### config.mk
export PLATFORM = sky130hd
export DESIGN_NAME = hazard_scoreboard
export DESIGN_NICKNAME = d
export VERILOG_FILES = /design/src/rtl/hazard_scoreboard.sv
export SDC_FILE = /design/constraint.sdc
export NUM_CORES = 1
export LEC_CHECK = 0
export CORE_ASPECT_RATIO = 0.8
export CORE_MARGIN = 2
export CORE_UTILIZATION = 41
export CTS_CLUSTER_DIAMETER = 200
export DETAILED_ROUTE_END_ITERATION = 8
export PLACE_DENSITY = 0.77
export SLEW_MARGIN = 20
export SYNTH_ARGS = -nofsm -noshare
export SYNTH_HDL_FRONTEND = slang
export SYNTH_SLANG_ARGS = --single-unit
export TNS_END_PERCENT = 100
### constraint.sdc
create_clock -name clk -period 1.9 [get_ports clk]
set_input_delay 0.38 -clock clk [delete_from_list [all_inputs] [get_ports clk]]
set_output_delay 0.38 -clock clk [all_outputs]
set_load 0.02 [all_outputs]
### src/rtl/hazard_scoreboard.sv
// Decode-stage RAW interlock: per-register write countdowns, drain flag and stall counter.
// Stall/issue are combinational from the counters; stall holds decode until the operand is bypassable.
module hazard_scoreboard #(
  parameter int NREG = 8,
  parameter int LAT  = 4,
  parameter int CW   = 3
) (
  input  logic                    clk,
  input  logic                    rst,
  input  logic                    id_valid,
  input  logic [$clog2(NREG)-1:0] src1_sel,
  input  logic                    src1_used,
  input  logic [$clog2(NREG)-1:0] src2_sel,
  input  logic                    src2_used,
  input  logic [$clog2(NREG)-1:0] dst_sel,
  input  logic                    dst_write,
  input  logic                    flush,
  output logic                    stall,
  output logic                    issue,
  output logic                    drained,
  output logic [NREG-1:0]         pending,
  output logic [15:0]             stall_count
);

  localparam int SW = $clog2(NREG);

  logic [CW-1:0] r_cnt [NREG];
  logic [CW-1:0] w_cnt_nxt [NREG];
  logic          r_drained;
  logic [15:0]   r_stall_count;
  logic          w_hazard;
  logic          w_stall;
  logic          w_go;
  logic          w_idle_nxt;

  // A count of 1 means the write lands this cycle and is bypassed, so only >=2 interlocks.
  always_comb begin
    w_hazard = (src1_used && (r_cnt[src1_sel] >= CW'(2))) ||
               (src2_used && (r_cnt[src2_sel] >= CW'(2)));
    w_stall  = id_valid && !flush && w_hazard;
    w_go     = id_valid && !flush && !w_hazard;
  end

  // Outputs are forced quiet while reset is held; state is already cleared by then.
  assign stall       = rst & w_stall;
  assign issue       = rst & w_go;
  assign drained     = r_drained;
  assign stall_count = r_stall_count;

  always_comb begin
    pending    = '0;
    w_idle_nxt = 1'b1;
    for (int r = 0; r < NREG; r++) begin
      pending[r] = |r_cnt[r];
      if (w_go && dst_write && (dst_sel == SW'(r)))
        w_cnt_nxt[r] = CW'(LAT);
      else if (|r_cnt[r])
        w_cnt_nxt[r] = r_cnt[r] - CW'(1);
      else
        w_cnt_nxt[r] = '0;
      w_idle_nxt = w_idle_nxt && (w_cnt_nxt[r] == '0);
    end
  end

  always_ff @(posedge clk or negedge rst) begin
    if (!rst) begin
      for (int r = 0; r < NREG; r++) r_cnt[r] <= '0;
      r_drained     <= 1'b1;
      r_stall_count <= '0;
    end else begin
      for (int r = 0; r < NREG; r++) r_cnt[r] <= w_cnt_nxt[r];
      r_drained <= w_idle_nxt;
      if (w_stall && !(&r_stall_count))
        r_stall_count <= r_stall_count + 16'd1;
    end
  end

endmodule

# Yosys cells after proc, flatten, opt, wreduce, memory -nomap -nowiden
# Index checks and enable logic that the tools add are counted.
word_totals:
  register_bits: 41
  input_bits: 16
  output_inout_bits: 27
  wordCells: 100
classes:
  add_sub_neg: 9
  order_cmp: 4
  n_eq_ne: 7
  n_mux: 22
  bitwise_logic: 4
  n_reduce_logical: 44
op_table:
  columns: ["operator", "n"]
  rows:
  - ["3-bit 2-to-1 mux", 20]
  - ["3-bit zero test", 9]
  - ["3-bit OR reduction", 8]
  - ["3-bit by 1-bit subtractor with 3-bit output, second input constant", 8]
  - ["1-bit logical AND", 22]
  - ["3-bit binary-select mux with 3-bit select", 2]
  - ["16-bit by 1-bit adder with 16-bit output, second input constant", 1]
  - ["16-bit AND reduction", 1]
  - ["3-bit equality test, second input constant", 4]
  - ["4-bit greater-or-equal comparator, second input constant", 2]
  - ["3-bit inverter with 4-bit output", 2]
  - ["3-bit by 2-bit equality test with 1-bit output, second input constant", 2]
  - ["3-bit by 2-bit greater-or-equal comparator with 1-bit output, second input constant", 2]
  - ["3-bit by 1-bit equality test with 1-bit output, second input constant", 1]
  - ["1-bit zero test", 3]
  - ["1-bit bitwise AND", 2]
  - ["1-bit logical OR", 1]

# Logic depth before layout (Yosys ltp)
# Gate-level depths: netlist of run 1.
logic_depth:
  word_depth: 20
  ltp_mapped: 8
  mapped_depth_nobuf: 8

# Least setup slack after synthesis of run 1
# OpenSTA, ideal clock, no wires.
synth_path:
  path_kind: "reg-to-output"
  startpoint: "register r_cnt[17] (netlist bit)"
  endpoint: "output issue"
  arrival_ps: 1676
  required_time_ps: 1520
  slack_ps: -156
  path_stages_with_launch: 7
  path_buffers: 2
  cell_sequence: "dfrtp_1 or4b_1 nand3b_1 o311a_2 buf_6 buf_8 and3_1"
synth_between:
  elab_chain_cells: 9
  word_cells_on_any_way: 14
  cone_classes: "2 x order compare; 6 x mux; 1 x bitwise; 5 x reduce/logical"
synth_rtl:
  columns: ["item", "line_no", "rtl"]
  rows:
  - ["start, declared", "27", "logic [CW-1:0] r_cnt [NREG];"]
  - ["3-bit binary-select mux with 3-bit select, on equally long branches", "38, 39", null]
  - ["3-bit 2-to-1 mux, on equally long branches (2 in a row)", "38, 39", null]
  - ["3-bit by 2-bit greater-or-equal comparator with 1-bit output, on equally long branches", "38, 39", null]
  - ["1-bit logical AND, on equally long branches", "38, 39", null]
  - ["1-bit logical OR *", "38", "w_hazard = (src1_used && (r_cnt[src1_sel] >= CW'(2))) ||"]
  - ["1-bit zero test *", "41", "w_go = id_valid && !flush && !w_hazard;"]
  - ["1-bit logical AND *", "41", null]
  - ["1-bit bitwise AND *", "46", "assign issue = rst & w_go;"]
  - ["end, declared", "19", "output logic issue,"]
# Every way passes the cells marked *; elsewhere a longest branch is shown, timed or not. The select of a mux whose other input is x is not followed.

# Worst setup path in the final report of run 1
layout_path:
  startpoint: "register r_cnt[16] (netlist bit)"
  endpoint: "output issue"
# Same word-level chain as after synthesis.

==> results of run 1 <==
## kinds of logic after synthesis
logic type      after synthesis  synth area share [%]
simple gates                107                  23.3
mux                           1                 0.453
xor+xnor                     15                  5.29
fa+ha+maj                    17                  8.56
flops                        41                  41.4
compound gates               53                  14.8
buf+inv                      35                  6.25
## flip-flops by register name, summed over array words and instances (netlist names)
name	cells
r_cnt	24
stall_count	16
drained	1
## synth_stat cells, drive strengths merged, types with 4 or more instances
| master | count |
|---|---|
| nor4 | 10 |
| a21boi | 6 |
| inv | 24 |
| nand3 | 7 |
| ha | 17 |
| nor3b | 4 |
| dfrtp | 40 |
| a211oi | 6 |
| and3 | 8 |
| a21oi | 14 |
| nor3 | 13 |
| xor2 | 15 |
| and2 | 11 |
| o21ai | 5 |
| nand2 | 20 |
| buf | 8 |
| nor2 | 17 |
| a21o | 8 |
## final cells by class
cell class / count / area, um^2
clock buffer: 5 / 68.8
inverter: 24 / 95.1
fill: 430 / 1670
tap: 81 / 101
timing repair buffer: 127 / 1120
clock inverter: 3 / 17.5
sequential: 41 / 1030
multi-input combinational: 194 / 1790
## critical path: cells and delay by family (launching register included)
kind	cells	cell delay, ns
compound gates	1	0.21
flops	1	0.44
simple gates	3	0.82
buf+inv	1	0.11
## power groups by stage
stage          Clock (mW)  Combinational, mW  Sequential, mW
5_1_grt             0.636               1.90            1.07
6_report            0.588               1.76            1.06
3_3_place_gp            0               1.36            1.05
4_1_cts             0.592               1.55            1.05
3_5_place_dp            0               1.39            1.05
2_1_floorplan           0              0.579            1.14
## per-layer routing
metal | part of all wire (%) | vias to the layer above
li1 | - | 1189
met1 | 43 | 1230
met2 | 51 | 70
met3 | 3.8 | 16
met4 | 2.1 | 0
met5 | 0 | -
## how the worst max path moves through the flow
stage / end / cells after the start / from / slack, ns
6_report: issue / 5 / r_cnt[16] / -0.37
5_1_grt: stall / 6 / r_cnt[16] / -0.45
4_1_cts: issue / 5 / r_cnt[17] / -0.39
3_5_place_dp: stall / 8 / src1_sel[1] / -1.12
3_3_place_gp: issue / 8 / src1_sel[0] / -0.99
2_1_floorplan: issue / 6 / r_cnt[16] / -0.08
## per-stage QoR
stage / instance area, um^2 / cells / setup TNS (ns)
2_1_floorplan: 2500 / 269 / -0.104
3_3_place_gp: 3490 / 451 / -22.64
3_5_place_dp: 3490 / 451 / -28.16
4_1_cts: 3900 / 470 / -4.52
5_1_grt: 4210 / 475 / -9.88
6_report: 4210 / 475 / -6.28
## repair_timing
action	CTS	global route
buffers inserted	11	6
pin swaps	24	42
cloned	0	2
endpoints found under the setup margin	51	50
resized for setup	102	73
==> metrics.txt, run 1 <==
outcome=complete, but fails checks; failing checks=setup timing; hold crit path type=in2async; Vias/cell=5.27; setup ws final=-0.375 ns; area leader, netlist=dfrtp_1; r2r setup slk=-0.29 ns; IO Port Bufs=42; Tightest Pin Transition=0.519 ns; register area share after synthesis=41.4%; Slew HR=65.4%; Fin Hold WS=0.187 ns; part of the power in combinational logic=51.7%; CTS tree=done; Synth cell types=45; most common cell after layout, fill and taps aside=buf_4; final total power=3.41 mW; VDD IR max=0.677 mV; n_diodes=0; Reg2Reg Depth=12; max frequency=440 MHz; Die Wd=91.0 um; Pwr Density=810 mW/mm^2; global-route wire length before repair=12200 um; commonest non-fill, non-tap cells in the layout=buf_4 (73), dfrtp_1 (40), clkdlybuf4s50_1 (26), inv_1 (20), nand2_1 (18); minimum clock period=2.27 ns; maximum clock path buffer count=2; Synthesized Nets=302; busiest grt layer=met2; Die H=73.6 um; Syn Inst Count=269; antenna viol nets, final=0; initial drt markers=84; Final Cycle Share=120%; GR Layer Usage met2=42.0%; Clk pwr share=17.2%; layout cell share with drive strength beyond 1=45.2%; pre-CTS setup slack=-1.12 ns; routed wire length=8010 um; clock slew seen by the registers of the worst setup and hold paths=0.09 ns; DRC Markers=0; crit-path cells=or4b_1 -> nand3b_1 -> o311a_4 -> and3_4 -> buf_6; core box area=0.00588 mm^2; reg2reg end=drained; Int Pwr=2.14 mW; nets=426; Synth Warn #=0; P_leak=2.20 nW; largest net degree at the start of global routing=42; Critical Path RT=1.52 ns; cts hold-fix bufs=0; total CTS buffers=5; ys flop type=dfrtp_1; max-slew violation count=0; die area=0.00670 mm^2; top cell type's share of synthesized area=40.3%; Util after Layout=71.6%; Critical Path AT=1.89 ns; slowest cell on the critical path=or4b_1; Setup Skew=0.0103 ns; synthesized flop and latch total=41; met3 usage=4.82%; asr flop ratio synth=100%; crit start category=flip-flop; Avg Cell Area, Syn=9.23 um^2; CP endpoint kind=primary output; EDFF count, synth=0; Starting Density=42.2%; Max Cap Violations=0; CP peak stage delay=0.53 ns; sequential share of power=31.0%; io pins=43; drt pass-1 iters=4; dpl hpwl=5110 um; kind of critical path=reg2out; clock latency on the worst-skew pair=0.31 ns; Vias=2505; Net Sw Frac=37.2%; wire per inst=16.9 um; GRT Overall Usage=23.4%; area grow syn2layout=69.6%; final setup fails=38; vias in the first global route=2540; Switch Pwr=1.27 mW; initial antenna violation count=0; largest cells by area after synthesis=dfrtp_1 (40%), ha_1 (8.6%), xor2_1 (5.3%), inv_1 (3.6%), nand2_1 (3.0%); GR Overflow Total=0; row count=25; Post-Syn Area=0.00248 mm^2; Worst R2R Start=r_cnt[16]; clock root cell=clkbuf_8; met1 usage=28.2%; RSZ-0062 raised after global routing=yes; H-tree Lvls=2; Fin. Hold Viols=0; Crit Path Max Fanout=3; CTS sink cnt=41; routability congestion estimate=0.947
Power figures use the tool's default switching activity.
==> inputs of run 2 (changes only) <==
PLACE_DENSITY = 0.74   (was 0.77)
SETUP_SLACK_MARGIN = 0.1   (was not set)
clock period = 2.6 ns   (was 1.9 ns; I/O delays follow)
==> metrics.txt, run 2 (synthesis gave the netlist of run 1 again) <==
Starting Density=42.2%; sequential share of power=40.8%; busiest grt layer=met2; wire per inst=14.8 um; row count=25; commonest non-fill, non-tap cells in the layout=dfrtp_1 (40), clkdlybuf4s50_1 (34), inv_1 (24), nand2_1 (20); Setup Skew=0.00430 ns; Switch Pwr=706 uW; total CTS buffers=5; DP Cell Count=398; CP peak stage delay=0.48 ns; outcome=finished clean; most common cell after layout, fill and taps aside=dfrtp_1; max reg flops=24; max-slew violation count=0; maximum clock path buffer count=2; vias in the first global route=2031; io pins=43; crit-path leading delay family=buffers and inverters; initial drt markers=156; routability congestion estimate=0.950; slowest cell on the critical path=clkdlybuf4s50_1; met3 usage=3.08%; Die Wd=91.0 um; P_leak=1.67 nW; Vias/cell=5.28; Critical Path AT=1.92 ns; IO Port Bufs=42; largest net degree at the start of global routing=36; Max Cap Violations=0; final non-filler cell area=0.00318 mm^2; clock slew seen by the registers of the worst setup and hold paths=0.07 ns; CTS tree=done; nets=357; part of the power in combinational logic=38.5%; layout cell share with drive strength beyond 1=12.6%; Int Pwr=1.25 mW; n_diodes=0; initial antenna violation count=0; met1 usage=25.4%; Slew HR=70.0%; r2r setup slk=0.23 ns; clock root cell=clkbuf_8; global-route wire length before repair=9720 um; Worst R2R Start=r_cnt[16]; VDD IR max=0.334 mV; Reg2Reg Depth=9; crit-path cells=clkdlybuf4s50_1 -> nand2_1 -> a311oi_1 -> o21ai_1 -> o311a_4 -> and3_1 -> buf_4; CP endpoint kind=primary output; Stages on worst setup path=7; crit start category=input port; final setup fails=0; Final Cycle Share=93.9%; area grow syn2layout=28.0%; CP Launch Point=src1_sel[2]; DRC Markers=0; Net Sw Frac=36.1%; Clk pwr share=20.6%; GRT Overall Usage=18.1%; hold crit path type=in2async; CTS sink cnt=41; Critical Path RT=2.08 ns; largest reg by FF count=r_cnt; antenna viol nets, final=0; RSZ-0062 raised after global routing=yes; Finished Layout Cells=406; routed wire length=6030 um; Crit Path Max Fanout=3; Vias=2142; postcts setup bufs=0; WP buf/inv=2; drt pass-1 iters=4; cts hold-fix bufs=0; clock latency on the worst-skew pair=0.29 ns; Die H=73.6 um; H-tree Lvls=2; CP endpoint=issue; GR Layer Usage met2=29.2%; fill cell count=560; Tightest Pin Transition=0.450 ns; Post-DP Area=0.00306 mm^2; Fin. Hold Viols=0; reg2reg end=drained; dpl hpwl=4600 um; die area=0.00670 mm^2; minimum clock period=2.44 ns; core box area=0.00588 mm^2; Pwr Density=614 mW/mm^2; kind of critical path=in2out; GR Overflow Total=0; Fin Hold WS=0.0642 ns; max frequency=410 MHz
==> run 2: changes by cell type in the layout (fill, tap and decap cells not counted), moves of 8 or more <==
cell	change
ha_1	+8
buf_6	-12
clkdlybuf4s50_1	+8
buf_4	-56
nor2_1	+9
==> run 2: how the worst min path moves through the flow <==
stage | start | to | slack (ns)
after floorplan | rst | r_cnt[0] | 0.22
after global placement | rst | stall_count[11] | 0.37
after detailed placement | rst | stall_count[11] | 0.37
after CTS | rst | stall_count[11] | 0.06
after global routing | rst | stall_count[11] | 0.06
final | rst | stall_count[11] | 0.06
==> run 2: final cells by class <==
type,instances,area (um^2),area share (%)
Timing Repair Buffer,59,529,16.7
Multi-Input combinational cell,193,1350,42.5
Sequential cell,41,1030,32.3
Inverter,24,90.1,2.83
Tap cell,81,101,3.19
Clock buffer,8,80.1,2.52
==> run 2: per-stage QoR <==
step	worst slack [ns]	setup TNS (ns)	util [%]	power, mW
after floorplan	0.324	0	-	1.25
after global placement	-0.501	-1.25	52.1	1.54
after detailed placement	-0.584	-3.87	52.1	1.55
after CTS	0.113	0	53.8	1.95
after global routing	0.0887	0	54.0	2.08
final	0.158	0	54.0	1.95
==> run 2: what timing repair did <==
item	4_1_cts	5_1_grt
pin swaps	2	3
endpoints found under the setup margin	2	4
endpoints found under the hold margin	0	0
gates resized for setup	18	10
==> run 2: per-layer routing <==
metal  vias up  share of wire, %
li1       1048                 -
met5         -                 0
met1      1051                47
met3         4               3.5
met4         0              0.91
met2        39                49
==> run 2: power by group through the flow <==
stage                     clock network, mW  registers (mW)  logic (mW)
after floorplan                           0           0.829       0.420
after global placement                    0           0.807       0.729
after detailed placement                  0           0.809       0.745
after CTS                             0.405           0.797       0.750
after global routing                  0.441           0.811       0.823
final                                 0.402           0.797       0.752
